## config.mk

```make
export PLATFORM = sky130hd
export DESIGN_NAME = pipeline_ctrl
export DESIGN_NICKNAME = d
export VERILOG_FILES = /design/src/rtl/cpu_pkg.sv /design/src/rtl/hazard_detect.sv /design/src/rtl/pipeline_ctrl.sv
export SDC_FILE = /design/constraint.sdc
export NUM_CORES = 1
export LEC_CHECK = 0
export CAP_MARGIN = 15
export CORE_MARGIN = 2
export CORE_UTILIZATION = 46
export CTS_CLUSTER_DIAMETER = 60
export CTS_CLUSTER_SIZE = 24
export DETAILED_ROUTE_END_ITERATION = 7
export PLACE_DENSITY = 0.76
export SYNTH_ARGS = -nofsm -noshare
export SYNTH_HDL_FRONTEND = slang
export SYNTH_HIERARCHICAL = 1
export SYNTH_SLANG_ARGS = --single-unit
```

## constraint.sdc

```tcl
create_clock -name clk_i -period 2.2 [get_ports clk_i]
set_clock_uncertainty 0.15 [all_clocks]
set_input_delay 0.22 -clock clk_i [delete_from_list [all_inputs] [get_ports clk_i]]
set_output_delay 0.22 -clock clk_i [all_outputs]
set_load 0.005 [all_outputs]
```

## src/rtl/cpu_pkg.sv

```systemverilog
`default_nettype none
// ============================================================================
// Module   : cpu_pkg
// Purpose  : Shared definitions for the 5-stage MIPS pipeline control logic.
//            Holds the pipeline controller state encoding and register-field
//            widths used by the hazard comparators.
// Revision : 1.0 - initial release
// ============================================================================
package cpu_pkg;

  // Width of a register specifier field (rs/rt/rd)
  localparam int REG_AW = 5;

  // Pipeline controller state encoding
  typedef enum logic [1:0] {
    S_RUN  = 2'd0,
    S_WAIT = 2'd1,
    S_ERR  = 2'd2
  } state_t;

endpackage
`default_nettype wire

```

## src/rtl/hazard_detect.sv

```systemverilog
`default_nettype none
// ============================================================================
// Module   : hazard_detect
// Purpose  : Load-use hazard comparator. Flags when the load in EX writes a
//            register that the instruction in ID reads. Register 0 never
//            creates a dependency.
// Ports    : i_if_id_rs      - rs of instruction in ID
//            i_if_id_rt      - rt of instruction in ID
//            i_id_ex_rt      - load destination of instruction in EX
//            i_id_ex_memread - instruction in EX is a load
//            o_hazard        - load-use hazard present this cycle
// Revision : 1.0 - initial release
// ============================================================================
module hazard_detect
  import cpu_pkg::*;
(
  input  logic [REG_AW-1:0] i_if_id_rs,
  input  logic [REG_AW-1:0] i_if_id_rt,
  input  logic [REG_AW-1:0] i_id_ex_rt,
  input  logic              i_id_ex_memread,
  output logic              o_hazard
);

  logic w_rs_match;
  logic w_rt_match;

  assign w_rs_match = (i_id_ex_rt == i_if_id_rs);
  assign w_rt_match = (i_id_ex_rt == i_if_id_rt);

  assign o_hazard = i_id_ex_memread && (i_id_ex_rt != '0) && (w_rs_match || w_rt_match);

endmodule
`default_nettype wire

```

## src/rtl/pipeline_ctrl.sv

```systemverilog
`default_nettype none
// ============================================================================
// Module   : pipeline_ctrl
// Purpose  : Central stall/flush sequencer for the 5-stage MIPS pipeline.
//            Combines load-use hazards, branch flushes and a handshaked
//            variable-latency data-memory access in MEM into per-stage
//            write-enable / flush / bubble controls. Counts stalled cycles
//            and raises a sticky timeout if memory never acknowledges.
// Ports    : clk_i, rst_i (async, active low)
//            IF_ID_RS_i/IF_ID_RT_i/ID_EX_RT_i/ID_EX_MemRead_i - hazard inputs
//            Branch_i - branch/jump resolved in ID
//            EX_MEM_MemRead_i/EX_MEM_MemWrite_i/dmem_ack_i - memory handshake
//            dmem_req_o, PCWrite_o, IF_ID_Write_o, IF_ID_Flush_o,
//            ID_EX_Write_o, ID_EX_Bubble_o, EX_MEM_Write_o, MEM_WB_Bubble_o
//            stall_cnt_o - saturating stalled-cycle count
//            timeout_o   - sticky memory timeout
// Revision : 1.0 - initial release
// ============================================================================
module pipeline_ctrl
  import cpu_pkg::*;
#(
  parameter int WAIT_MAX = 64,
  parameter int CNT_W    = 16
) (
  input  logic              clk_i,
  input  logic              rst_i,
  input  logic [REG_AW-1:0] IF_ID_RS_i,
  input  logic [REG_AW-1:0] IF_ID_RT_i,
  input  logic [REG_AW-1:0] ID_EX_RT_i,
  input  logic              ID_EX_MemRead_i,
  input  logic              Branch_i,
  input  logic              EX_MEM_MemRead_i,
  input  logic              EX_MEM_MemWrite_i,
  input  logic              dmem_ack_i,
  output logic              dmem_req_o,
  output logic              PCWrite_o,
  output logic              IF_ID_Write_o,
  output logic              IF_ID_Flush_o,
  output logic              ID_EX_Write_o,
  output logic              ID_EX_Bubble_o,
  output logic              EX_MEM_Write_o,
  output logic              MEM_WB_Bubble_o,
  output logic [CNT_W-1:0]  stall_cnt_o,
  output logic              timeout_o
);

  localparam int WCW = $clog2(WAIT_MAX + 1);

  state_t           r_state;
  state_t           w_state_nxt;
  logic [WCW-1:0]   r_wcnt;
  logic [WCW-1:0]   w_wcnt_nxt;
  logic [CNT_W-1:0] r_stall_cnt;

  logic w_mem_op;
  logic w_mem_stall;
  logic w_req;
  logic w_hazard;

  assign w_mem_op = EX_MEM_MemRead_i || EX_MEM_MemWrite_i;

  hazard_detect u_hazard_detect (
    .i_if_id_rs      (IF_ID_RS_i),
    .i_if_id_rt      (IF_ID_RT_i),
    .i_id_ex_rt      (ID_EX_RT_i),
    .i_id_ex_memread (ID_EX_MemRead_i),
    .o_hazard        (w_hazard)
  );

  // Next-state and memory-stall decode
  always_comb begin
    w_state_nxt = r_state;
    w_wcnt_nxt  = r_wcnt;
    w_mem_stall = 1'b0;
    w_req       = 1'b0;
    case (r_state)
      S_RUN: begin
        w_req = w_mem_op;
        // An ack in the same cycle as the request is a zero-wait access
        if (w_mem_op && !dmem_ack_i) begin
          w_mem_stall = 1'b1;
          w_state_nxt = S_WAIT;
          w_wcnt_nxt  = WCW'(1);
        end
      end
      S_WAIT: begin
        w_req = 1'b1;
        if (dmem_ack_i) begin
          // Released in the ack cycle so MEM_WB captures the result now
          w_state_nxt = S_RUN;
          w_wcnt_nxt  = '0;
        end else begin
          w_mem_stall = 1'b1;
          if (r_wcnt == WCW'(WAIT_MAX)) begin
            w_state_nxt = S_ERR;
          end else begin
            w_wcnt_nxt = r_wcnt + 1'b1;
          end
        end
      end
      S_ERR: begin
        w_mem_stall = 1'b1;
      end
      default: begin
        w_state_nxt = S_RUN;
        w_wcnt_nxt  = '0;
      end
    endcase
  end

  // Priority mux: mem stall (incl. ERR) > load-use > branch.
  // Held at defaults while reset is asserted, regardless of inputs.
  always_comb begin
    dmem_req_o      = 1'b0;
    PCWrite_o       = 1'b1;
    IF_ID_Write_o   = 1'b1;
    IF_ID_Flush_o   = 1'b0;
    ID_EX_Write_o   = 1'b1;
    ID_EX_Bubble_o  = 1'b0;
    EX_MEM_Write_o  = 1'b1;
    MEM_WB_Bubble_o = 1'b0;
    if (rst_i) begin
      dmem_req_o = w_req;
      if (w_mem_stall) begin
        // Freeze everything up to EX_MEM; bubble WB so nothing retires twice
        PCWrite_o       = 1'b0;
        IF_ID_Write_o   = 1'b0;
        ID_EX_Write_o   = 1'b0;
        EX_MEM_Write_o  = 1'b0;
        MEM_WB_Bubble_o = 1'b1;
      end else if (w_hazard) begin
        // Branch is suppressed; it re-resolves next cycle with forwarded data
        PCWrite_o      = 1'b0;
        IF_ID_Write_o  = 1'b0;
        ID_EX_Bubble_o = 1'b1;
      end else if (Branch_i) begin
        IF_ID_Flush_o = 1'b1;
      end
    end
  end

  always_ff @(posedge clk_i or negedge rst_i) begin
    if (!rst_i) begin
      r_state     <= S_RUN;
      r_wcnt      <= '0;
      r_stall_cnt <= '0;
    end else begin
      r_state <= w_state_nxt;
      r_wcnt  <= w_wcnt_nxt;
      if (!PCWrite_o && (r_stall_cnt != '1)) begin
        r_stall_cnt <= r_stall_cnt + 1'b1;
      end
    end
  end

  assign stall_cnt_o = r_stall_cnt;
  // ERR is only left through reset, so this is sticky by construction
  assign timeout_o   = (r_state == S_ERR);

endmodule
`default_nettype wire

```

==> After elaboration in Yosys (flattened, before gate mapping) <==
Index checks and enable logic that the tools add are counted.
{ "op_classes": {"addsub": 2, "n_eq_ne": 9, "mux": 27, "bitwise": 1, "reduce_logical": 12} }
{ "op_table": {"columns": ["operator", "count"], "rows": [
  ["2-to-1 mux 7 bit", 3],
  ["one-hot mux 7 bit (3 select lines)", 1],
  ["2-to-1 mux 1 bit", 17],
  ["adder 16 x 1 -> 16 bit (second input constant)", 1],
  ["inequality test 16 bit (second input constant)", 1],
  ["equality test 5 bit", 2],
  ["adder 7 x 1 -> 7 bit (second input constant)", 1],
  ["equality test 7 bit (second input constant)", 1],
  ["2-to-1 mux 2 bit", 3],
  ["inequality test 3 bit (second input constant)", 2],
  ["one-hot mux 2 bit (3 select lines)", 1],
  ["AND reduction 3 bit", 2],
  ["nonzero test 5 bit", 1],
  ["logical AND 1 bit", 4],
  ["one-hot mux 1 bit (3 select lines)", 1],
  ["equality test 2 x 1 -> 1 bit (second input constant)", 1],
  ["equality test 2 bit (second input constant)", 1],
  ["logical NOT 1 bit", 2],
  ["logical NOT 2 bit", 1],
  ["logical OR 1 bit", 2],
  ["inequality test 2 bit (second input constant)", 1],
  ["one-hot mux 1 bit (2 select lines)", 1],
  ["inverter 1 bit", 1]
]} }
{ "word_totals": {"register_bits": 25, "input_bits": 22, "out_inout_bits": 25, "elab_cells": 54} }

==> Logic depth before layout (Yosys ltp) <==
{ "depth": {"ltp_word": 8, "depth_mapped": 8, "mapped_depth_nobuf": 8} }

==> Cells and area by module <==
The synthesis kept the hierarchy.
{ "by_module_without_submodules": {"columns": ["module", "instances", "cells_per_inst", "area_per_inst_um2", "seq_area_each_um2"], "rows": [
  ["pipeline_ctrl", 1, 137, 1396.3, 625.6],
  ["hazard_detect", 1, 17, 125.1, 0.0]
]} }

==> Worst setup path after synthesis <==
OpenSTA, ideal clock, no wires.
{ "synth_timing": {"path_kind": "input to register", "startpoint": "in ID_EX_RT_i[1]", "endpoint": "reg r_stall_cnt[1], in the netlist stall_cnt_o[1]", "setup_time_ns": 0.128, "arrival_ns": 1.905, "required_ns": 1.922, "setup_slack_ns": 0.017, "stages": 6, "path_buffers": 0, "cell_sequence": "or4_1 o21ai_1 a21oi_1 nor2_1 a221o_1 mux2_1"} }
{ "synth_via": {"elab_chain_cells": 8, "word_cells_on_any_way": 11, "cone_classes": "2 x eq/ne; 3 x mux; 6 x reduce/logical"} }
{ "synth_lines": {"columns": ["element", "line", "source"], "rows": [
  ["start: declaration", "pipeline_ctrl.sv:29", "input logic [REG_AW-1:0] ID_EX_RT_i,"],
  ["equality test 5 bit (tied with other cells)", "hazard_detect.sv:27", "assign w_rs_match = (i_id_ex_rt == i_if_id_rs);"],
  ["logical OR 1 bit or logical AND 1 bit (tied branches)", "hazard_detect.sv:30", "assign o_hazard = i_id_ex_memread && (i_id_ex_rt != '0) && (w_rs_match || w_rt_match);"],
  ["logical AND 1 bit (*)", "hazard_detect.sv:30", null],
  ["net w_hazard", "pipeline_ctrl.sv:58", "logic w_hazard;"],
  ["2-to-1 mux 1 bit (*)", "pipeline_ctrl.sv:131", "end else if (w_hazard) begin"],
  ["2-to-1 mux 1 bit (*)", "pipeline_ctrl.sv:124", "if (w_mem_stall) begin"],
  ["2-to-1 mux 1 bit (*)", "pipeline_ctrl.sv:122", "if (rst_i) begin"],
  ["logical NOT 1 bit (*)", "pipeline_ctrl.sv:150", "if (!PCWrite_o && (r_stall_cnt != '1)) begin"],
  ["logical AND 1 bit (*)", "pipeline_ctrl.sv:150", null],
  ["end signal: assignment", "pipeline_ctrl.sv:151", "r_stall_cnt <= r_stall_cnt + 1'b1;"],
  ["end: declaration", "pipeline_ctrl.sv:53", "logic [CNT_W-1:0] r_stall_cnt;"]
]} }
The timed path passes the listed nets; every way through them passes the cells marked *.
A chain may end at the register's enable or synchronous reset.

==> Worst setup path after layout <==
{ "layout_timing": {"startpoint": "in ID_EX_RT_i[4]", "endpoint": "reg r_stall_cnt[1], in the netlist stall_cnt_o[1]"} }
Same word-level chain as after synthesis.

==> reports/qor.csv <==
stage;metric;value;unit
die;core_area;0.00310;mm2
final_layout;drive_above_1_share;0.219;
timing;slew_viol_final;0;
route;wire_per_inst;14.0;um
placement;place_ws;-0.519;ns
power_and_ir_drop;p_per_area;588;mW/mm2
clock_tree;ctsHtreeMaxLevel;1;
placement;port_buffers;46;
critical_path;start_kind;primary input;
route;wl;3.67;mm
timing;layout_setup_ws;0.0439;ns
global_route;grt_pass1_vias;1458;
synth;yosys.area_share.xor_xnor;0.173;
synth;synth-edff-count;0;
timing;finalCriticalPeriod;2.16;ns
timing;finalSetupViolCount;0;
die;num_rows;20;
die;die_area;0.00378;mm2
final_layout;diodes;0;
global_route;grt_antenna_before_repair;0;
synth;synth_warnings;6;
route;vias;1394;
synth;synth.distinct_cells;36;
synth;synthAdderAreaFrac;0.0247;
die;pin_count;47;
critical_path;path_class;in2reg;
critical_path;path_max_fanout;6;
synth;mappedNetlistArea;0.00152;mm2
outcome;status;complete, no violations;
clock_tree;clockBufferDepth;2;
global_route;grtUsageTotal;0.221;
synth;synth_compound_area_frac;0.109;
power_and_ir_drop;irDropWorstVdd;610;uV
route;detail_route.vias_per_cell;5.30;
placement;hpwl;2.83;mm
timing;slew_headroom;0.716;
power_and_ir_drop;p_leak;0.974;nW
min_path;hold_class;in2async;
critical_path;critPathRequiredTime;2.28;ns
clock_tree;clk_latency;0.32;ns
clock_tree;cts-root-buf;clkbuf_4;
synth;synthesis.nets;179;
clock_tree;numCtsBuffers;3;
final_layout;fin_cells;263;
route;drc_errors;0;
die;dieHeight;61.5;um
die;initial_core_util;0.490;
synth;synth_seq_cells;25;
synth;synthSimpleGateAreaFrac;0.238;
timing;worst_pin_slew;0.426;ns
global_route;grt_max_degree;20;
route;drt_iter0_drc;54;
critical_path;end_kind;register;
synth;avgSynthCellArea;9.88;um2
route;postRouteAntennaNets;0;
final_layout;area_growth;45.6;%
clock_tree;holdBufCountCts;0;
global_route;overflow;0;
timing;finalHoldViolations;0;
synth;synthMuxAreaShare;0.00740;
placement;dp.cells;255;
placement;gp_congestion;0.846;
final_layout;n_fill_cell;269;
flow_run;max_cap_violations;0;
clock_tree;clkSinkCount;25;
synth;synth_top_family_by_area;simple AND/OR/NAND/NOR gates;
global_route;grt_pass1_wl;6.18;mm
final_layout;fin_nets;245;
synth;ys_seq_area_frac;0.411;
critical_path;arrival;2.23;ns
route;drtPass1Iterations;4;
clock_tree;clk_pin_slew;0.15;ns
timing;period_share;0.980;
clock_tree;cts_tree;built;
synth;syn_inst;154;
die;dieWidth;61.5;um
synth;synth_flop_cell;dfrtp_1;
synth;async_flop_share;1.00;
timing;fmaxAchievable;464;MHz
-- cell usage after synthesis, types with 3 or more instances --
cell | number | share of area
and3_1 | 3 | 0.012
dfrtp_1 | 25 | 0.41
ha_1 | 3 | 0.025
inv_1 | 8 | 0.020
nand2_1 | 10 | 0.025
nand3_1 | 9 | 0.030
nand4_1 | 7 | 0.029
nor2_1 | 18 | 0.044
nor3_1 | 7 | 0.023
o21ai_2 | 3 | 0.017
xnor2_1 | 17 | 0.098
xor2_1 | 13 | 0.075
-- metrics by stage --
step | util | power, W | cell area (um2) | hold slack (ns) | TNS [ns]
final | 0.714 | 0.00130 | 2210 | 0.165 | 0
after global routing | 0.714 | 0.00138 | 2210 | 0.185 | -0.117
after CTS | 0.706 | 0.00131 | 2190 | 0.133 | -0.107
after detailed placement | 0.682 | 0.00109 | 2120 | 0.341 | -8.45
after global placement | 0.682 | 0.00108 | 2120 | 0.340 | -6.93
after floorplan | - | 0.000830 | 1520 | -0.226 | 0
-- worst paths after layout --
check	depth (start not counted)	startpoint	slack, ns	endpoint
setup / recovery	9	ID_EX_RT_i[4]	0.04	stall_cnt_o[1]
hold / removal	2	rst_i	0.17	stall_cnt_o[2]
setup reg to reg	7	r_state[1]	0.18	stall_cnt_o[8]
hold reg to reg	1	stall_cnt_o[11]	0.36	stall_cnt_o[11]
max in group asynchronous	2	rst_i	1.45	r_state[0]
min in group clk_i	1	stall_cnt_o[11]	0.36	stall_cnt_o[11]
-- cells in the final DEF (no fill, tap or decap), drive strengths merged, types with 3 or more instances in the layout --
master         instances
and3                   3
buf                   18
clkbuf                 5
clkdlybuf4s50         28
dfrtp                 25
dlygate4sd2           12
dlymetal6s2s           4
ha                     3
inv                    8
nand2                 10
nand3                  9
nand4                  7
nor2                  18
nor3                   7
o21ai                  6
xnor2                 17
xor2                  13
-- sequential cells by signal, indices dropped and copies added (netlist names) --
signal       cells
stall_cnt_o     16
r_state          2
r_wcnt           7
-- worst max-delay path, stage by stage --
cell	delay (ns)
dlygate4sd2_1	0.28
xor2_1	0.17
nor3_1	0.21
nand3_1	0.15
a21oi_2	0.24
nor2_2	0.08
buf_6	0.13
a221o_1	0.40
mux2_1	0.34
-- cell families after synthesis --
kind of cell,Yosys count
AO/OA/AOI/OAI,16
XOR/XNOR,30
adder cells (fa/ha/maj),3
buffers and inverters,11
flip-flops,25
multiplexers,1
AND/OR/NAND/NOR,68
-- power by group --
group,internal [W],switching (W)
logic,0.000266,0.000189
registers,0.000531,0.0000988
clock network,0.0000696,0.000149
-- what timing repair did --
item | 4_1_cts | 5_1_grt
endpoints found under the setup margin | 18 | 16
gates resized for setup | 26 | 13
pin swaps | 9 | 8
hold endpoints to repair | 0 | 0
setup buffers | 4 | 1
-- area by class of cell --
type | count | area, um2 | area share
multi-input cells | 118 | 888 | 0.401
flip-flops and latches | 25 | 627 | 0.283
repair buffers | 64 | 584 | 0.264
well taps | 44 | 55.1 | 0.0249
inverters | 8 | 30.0 | 0.0136
clock buffers | 3 | 22.5 | 0.0102
clock inverters | 1 | 7.51 | 0.00339
-- routing by layer --
metal / share of wire / GRT usage
met1: 0.43 / 0.264
met2: 0.50 / 0.400
met3: 0.037 / 0.0315
met4: 0.029 / 0.0851
met5: 0 / 0
Note: power is estimated with default switching activity, not from simulation.
